File: src/rtl/load_store_ctrl.sv
// Load/store controller: turns single CPU byte/half/word accesses into
// word-wide data-memory commands. Sub-word stores are done as
// read-modify-write, loads are lane-extracted and sign/zero-extended.
//
// Handshake: a request is accepted on a rising edge where req_valid_i and
// req_ready_o are both 1; ready is only offered in IDLE outside reset, and
// requests presented while busy are ignored. The response is a single-cycle
// resp_valid_o pulse with no backpressure; resp_rdata_o/resp_err_o are zero
// whenever resp_valid_o is low.
module load_store_ctrl (
   input  logic        clk_i,
   input  logic        rst_i,
   input  logic        req_valid_i,
   output logic        req_ready_o,
   input  logic        req_we_i,
   input  logic [1:0]  req_size_i,
   input  logic        req_unsigned_i,
   input  logic [31:0] req_addr_i,
   input  logic [31:0] req_wdata_i,
   output logic        resp_valid_o,
   output logic [31:0] resp_rdata_o,
   output logic        resp_err_o,
   output logic [31:0] mem_addr_o,
   output logic [31:0] mem_data_o,
   output logic [2:0]  mem_signal_o,
   input  logic [31:0] mem_data_i,
   output logic [2:0]  state_dbg_o
);

   typedef enum logic [2:0] {
      S_IDLE    = 3'd0,
      S_RD      = 3'd1,
      S_RD_WAIT = 3'd2,
      S_WR      = 3'd3,
      S_RESP    = 3'd4
   } state_t;

   state_t      state_q, state_d;
   logic        we_q;
   logic [1:0]  size_q;
   logic        uns_q;
   logic [1:0]  lane_q;
   logic [31:0] wdata_q;
   logic        err_q;
   logic [31:0] rdata_q;
   logic [31:0] mem_addr_q;
   logic [31:0] mem_data_q;

   logic        accept;
   logic        misaligned;
   logic [7:0]  byte_sel;
   logic [15:0] half_sel;
   logic [31:0] load_val;
   logic [31:0] merge_val;

   assign accept = req_valid_i && req_ready_o;

   // Reserved size, or an address not aligned to the access size.
   always_comb begin
      misaligned = 1'b0;
      case (req_size_i)
         2'b01:   misaligned = req_addr_i[0];
         2'b10:   misaligned = (req_addr_i[1:0] != 2'b00);
         2'b11:   misaligned = 1'b1;
         default: misaligned = 1'b0;
      endcase
   end

   // Next-state logic; sub-word stores detour through a read first.
   always_comb begin
      state_d = state_q;
      case (state_q)
         S_IDLE: begin
            if (accept) begin
               if (misaligned)                state_d = S_RESP;
               else if (!req_we_i)            state_d = S_RD;
               else if (req_size_i == 2'b10)  state_d = S_WR;
               else                           state_d = S_RD;
            end
         end
         S_RD:      state_d = S_RD_WAIT;
         S_RD_WAIT: state_d = we_q ? S_WR : S_RESP;
         S_WR:      state_d = S_RESP;
         S_RESP:    state_d = S_IDLE;
         default:   state_d = S_IDLE;
      endcase
   end

   // Lane extraction for loads and lane merge for read-modify-write stores.
   always_comb begin
      byte_sel  = 8'h00;
      case (lane_q)
         2'd0:    byte_sel = mem_data_i[7:0];
         2'd1:    byte_sel = mem_data_i[15:8];
         2'd2:    byte_sel = mem_data_i[23:16];
         default: byte_sel = mem_data_i[31:24];
      endcase
      half_sel = lane_q[1] ? mem_data_i[31:16] : mem_data_i[15:0];
      case (size_q)
         2'b00:   load_val = {{24{byte_sel[7] & ~uns_q}}, byte_sel};
         2'b01:   load_val = {{16{half_sel[15] & ~uns_q}}, half_sel};
         default: load_val = mem_data_i;
      endcase
      merge_val = mem_data_i;
      if (size_q == 2'b00) begin
         case (lane_q)
            2'd0:    merge_val[7:0]   = wdata_q[7:0];
            2'd1:    merge_val[15:8]  = wdata_q[7:0];
            2'd2:    merge_val[23:16] = wdata_q[7:0];
            default: merge_val[31:24] = wdata_q[7:0];
         endcase
      end else if (lane_q[1]) begin
         merge_val[31:16] = wdata_q[15:0];
      end else begin
         merge_val[15:0] = wdata_q[15:0];
      end
   end

   // State and request registers; memory address/data only change when a
   // command is about to be issued so they stay stable otherwise.
   always_ff @(posedge clk_i) begin
      if (rst_i) begin
         state_q    <= S_IDLE;
         we_q       <= 1'b0;
         size_q     <= 2'b00;
         uns_q      <= 1'b0;
         lane_q     <= 2'b00;
         wdata_q    <= 32'h0;
         err_q      <= 1'b0;
         rdata_q    <= 32'h0;
         mem_addr_q <= 32'h0;
         mem_data_q <= 32'h0;
      end else begin
         state_q <= state_d;
         if (accept) begin
            we_q    <= req_we_i;
            size_q  <= req_size_i;
            uns_q   <= req_unsigned_i;
            lane_q  <= req_addr_i[1:0];
            wdata_q <= req_wdata_i;
            err_q   <= misaligned;
            rdata_q <= 32'h0;
            if (!misaligned) begin
               mem_addr_q <= {req_addr_i[31:2], 2'b00};
               if (req_we_i && (req_size_i == 2'b10)) mem_data_q <= req_wdata_i;
            end
         end
         if (state_q == S_RD_WAIT) begin
            if (we_q) mem_data_q <= merge_val;
            else      rdata_q    <= load_val;
         end
      end
   end

   assign req_ready_o  = (state_q == S_IDLE) && !rst_i;
   assign resp_valid_o = (state_q == S_RESP);
   assign resp_rdata_o = resp_valid_o ? rdata_q : 32'h0;
   assign resp_err_o   = resp_valid_o ? err_q : 1'b0;
   assign mem_addr_o   = mem_addr_q;
   assign mem_data_o   = mem_data_q;
   assign mem_signal_o = rst_i              ? 3'b000 :
                         (state_q == S_RD)  ? 3'b010 :
                         (state_q == S_WR)  ? 3'b001 : 3'b000;
   assign state_dbg_o  = state_q;

endmodule

File: config.mk
export PLATFORM = sky130hd
export DESIGN_NAME = load_store_ctrl
export DESIGN_NICKNAME = d
export VERILOG_FILES = /design/src/rtl/load_store_ctrl.sv
export SDC_FILE = /design/constraint.sdc
export NUM_CORES = 1
export LEC_CHECK = 0
export ABC_AREA = 1
export CAP_MARGIN = 20
export CORE_MARGIN = 4
export CORE_UTILIZATION = 35
export DETAILED_ROUTE_END_ITERATION = 8
export PLACE_DENSITY = 0.67
export SLEW_MARGIN = 30
export SYNTH_ARGS = -nofsm -noshare
export SYNTH_HDL_FRONTEND = slang
export SYNTH_SLANG_ARGS = --single-unit
File: constraint.sdc
create_clock -name clk_i -period 1.6 [get_ports clk_i]
set_input_delay 0.32 -clock clk_i [delete_from_list [all_inputs] [get_ports clk_i]]
set_output_delay 0.32 -clock clk_i [all_outputs]
set_load 0.005 [all_outputs]
==> impl_results.md <==
- Vias: 8,686
- Die H: 149.2 um
- Distinct cells, synth: 29
- Die X: 149.2 um
- Data arrival time of the worst path: 1600 ps
- Setup CP Type: register to output port
- Mean post-synth cell area: 6.138 sq um
- Hold depth: 2
- Ant diodes: 0
- Pin count of the biggest net entering global routing: 31
- RSZ-0062 raised after global routing: true
- Net Switching: 0.003018 W
- Design area: 12,090 sq um
- Gp weighted congestion: 0.9186
- Period utilization: 120.3%
- Synthesized area: 6979 sq um
- Area leader, netlist: dfxtp_1
- Io pins: 208
- Sequential area share after synthesis: 34.42%
- Routed Wire Length: 29,450 um
- Clock skew: 9.087 ps
- R2r startpoint: state_dbg_o[2]
- Number of port buffers: 204
- Setup WS pre-CTS: -510.2 ps
- Hold buffer count at cts: 0
- Reg2reg path depth: 12
- Vias/cell: 5.146
- Largest cells by area after synthesis: dfxtp_1, nand2_1, nor2_1, nand3_1, inv_1
- Row count: 51
- Crit-path cells: nor2_4 > inv_2 > nor2_4 > inv_2 > buf_8 > buf_16 > nor2_4 > buf_2
- WP data required: 1280 ps
- HP Class: register to register
- Clock power share: 40.5%
- Worst R2R Setup Slack: -120 ps
- Failing checks: negative setup slack
- Sw Share: 31.99%
- First-pass GRT wire length: 40,790 um
- Max Slew Vio Count: 0
- Skew-Pair Late Insertion Delay: 420 ps
- Layout Area Growth over Synthesis: 73.27%
- Fmax: 519.6 MHz
- Final nets: 1,513
- CTS root buffer: clkbuf_16
- Initial antenna violation count: 0
- Peak VDD IR: 0.7425 mV
- Starting Density: 35.74%
- Total gr overflow: 0
- Final Hold Fails: 0
- Max-cap viol count: 0
- CP max stage cell: dfxtp_2
- Largest stage delay, worst path: 340 ps
- Initial drt markers: 734
- Remaining antenna violation count: 0
- Worst setup EP type: output port
- Number of remaining DRC errors: 0
- Critical Path Source Type: register
- Share of the synthesized area in the top cell type: 34.42%
- Period minus WS final: 1925 ps
- Clk buf depth: 2
- Synth Register Bits: 120
- CTS Sinks: 120
- Ys Warns: 0
- CP Max Fanout: 8
- Setup ws final: -324.7 ps
- Comb pwr share: 25.4%
- Cells after synthesis: 1,137
- Full die area: 22,260 sq um
- Run status: finished, violations left
- Internal power: 0.006418 W
- CTS clk-pin slew, worst paths: 70 ps
- Worst path most repeated cell: nor2_4
- Hold Crit Start: mem_data_o[6]
- Placed inst area: 9827 sq um
- GRT Util Overall: 23.17%
- Core Footprint: 19,530 sq um
- DR WL/cell: 17.44 um
- R2r endpoint: mem_addr_o[21]
- Vias in the first global route: 7,788
- CTS tree: built
- Reg power frac: 34.1%
- Total iterations of the first detailed-routing run: 6
- Num CTS Buffers: 17
- LEAKAGE: 5.769 nW
- Pwr/cell area: 780.3 nW/um^2
- Layout cells sized above 1: 30.01%
- Hold Path Sink: mem_data_o[6]
- Post-layout util: 61.93%
- CTS H-tree depth: 4
- HPWL after DPL: 19,220 um
- Setup violators final: 143
-- power by group through the flow --
stage | Combinational [W] | Clock, W | Sequential, W
2_1_floorplan | 0.000992 | 0 | 0.00324
3_3_place_gp | 0.00186 | 0 | 0.00326
3_5_place_dp | 0.00187 | 0 | 0.00326
4_1_cts | 0.00199 | 0.00388 | 0.00320
5_1_grt | 0.00258 | 0.00399 | 0.00322
6_report | 0.00240 | 0.00382 | 0.00321
-- worst max-delay path, delay by kind of cell (launching register included) --
kind          cells  cell delay [ps]
simple gates      3              280
buf+inv           5              540
flops             1              340
-- worst max-delay path by stage --
stage / start / to / slack, ps
after global routing: state_dbg_o[1] / resp_rdata_o[15] / -400
after global placement: rst_i / req_ready_o / -490
after detailed placement: rst_i / mem_signal_o[0] / -510
after floorplan: state_dbg_o[0] / resp_rdata_o[10] / 90
after CTS: state_dbg_o[1] / resp_rdata_o[14] / -350
final: state_dbg_o[1] / resp_rdata_o[2] / -320
-- cells in the mapped netlist --
cell type    n
nor2_1     158
buf_1        9
nor2_4       3
o21ai_0     70
conb_1       1
buf_4        6
buf_2       33
inv_2        6
o22ai_1      7
nand3_1     99
clkbuf_1    23
nand4_1     33
inv_1      128
a21oi_2      1
inv_4        1
o211ai_1    26
nand2_1    287
a31oi_1      2
nand2_2      4
o21ai_1      8
nor2_2       3
buf_6        8
nand3_4      1
clkinv_1     2
a211oi_2     1
a21oi_1     95
nand3_2      1
dfxtp_1    120
nor2_8       1
-- per-layer routing --
layer	track usage, %	wire length (um)	vias up
met2	36.98	14110	391
li1	-	-	4201
met4	6.911	691	0
met3	8.204	2734	54
met1	29.54	11910	4040
met5	0	0	-
-- logic make-up (layout without fill, tap and decap cells) --
family,Yosys count,in the layout,share of synthesized area [%]
buf+inv,216,500,13.43
simple gates,590,590,35.78
other cells,1,3,0.05373
compound gates,210,210,16.31
flops,120,120,34.42
-- layout by cell type, fill, tap and decap left out, types with 6 or more instances in the layout --
| cell type | count |
|---|---|
| nand2_1 | 232 |
| buf_4 | 71 |
| nor2_4 | 32 |
| dlymetal6s2s_1 | 23 |
| o21ai_1 | 12 |
| inv_6 | 6 |
| dlygate4sd2_1 | 39 |
| nand3_1 | 79 |
| inv_1 | 123 |
| nand2_2 | 17 |
| nor2_2 | 11 |
| nand4_1 | 33 |
| inv_2 | 8 |
| o21ai_0 | 31 |
| a21oi_2 | 39 |
| buf_6 | 13 |
| nor2_1 | 121 |
| o211ai_1 | 26 |
| dfxtp_2 | 15 |
| buf_12 | 26 |
| clkdlybuf4s50_1 | 104 |
| dfxtp_1 | 103 |
| clkbuf_16 | 31 |
| buf_2 | 33 |
| o21ai_2 | 33 |
| o22ai_1 | 7 |
| nand2_4 | 40 |
| nand3_2 | 21 |
| a21oi_1 | 57 |
-- state kept, by name, indices dropped and copies added, names as in the netlist --
signal	count
mem_data_o	32
rdata_q	32
mem_addr_o	30
wdata_q	16
state_dbg_o	3
lane_q	2
size_q	2
err_q	1
uns_q	1
we_q	1
-- cell type report --
| class | count | area [sq um] |
|---|---|---|
| multi-input combinational | 803 | 4639 |
| fill | 1742 | 7433 |
| inverter | 137 | 554.3 |
| clock inverter | 15 | 157.7 |
| timing repair buffer | 331 | 3556 |
| tap | 265 | 331.6 |
| sequential | 120 | 2429 |
| clock buffer | 17 | 425.4 |
-- per-stage QoR --
step,hold slack [ps],power (W),setup TNS [ps],cells
after detailed placement,451.7,0.005136,-52560,1617
after global placement,447.1,0.005122,-51160,1617
after CTS,460.2,0.009067,-11240,1658
after global routing,485.0,0.009786,-23780,1688
after floorplan,448.1,0.004233,0,1139
final,464.8,0.009436,-16590,1688
-- timing repair --
action	in CTS	in global routing
hold endpoints to repair	0	0
cloned	4	17
resized for setup	243	341
buffers inserted	5	16
endpoints found under the setup margin	129	139
pin swaps	4	58
No activity file was read; power rests on OpenSTA's default activity.
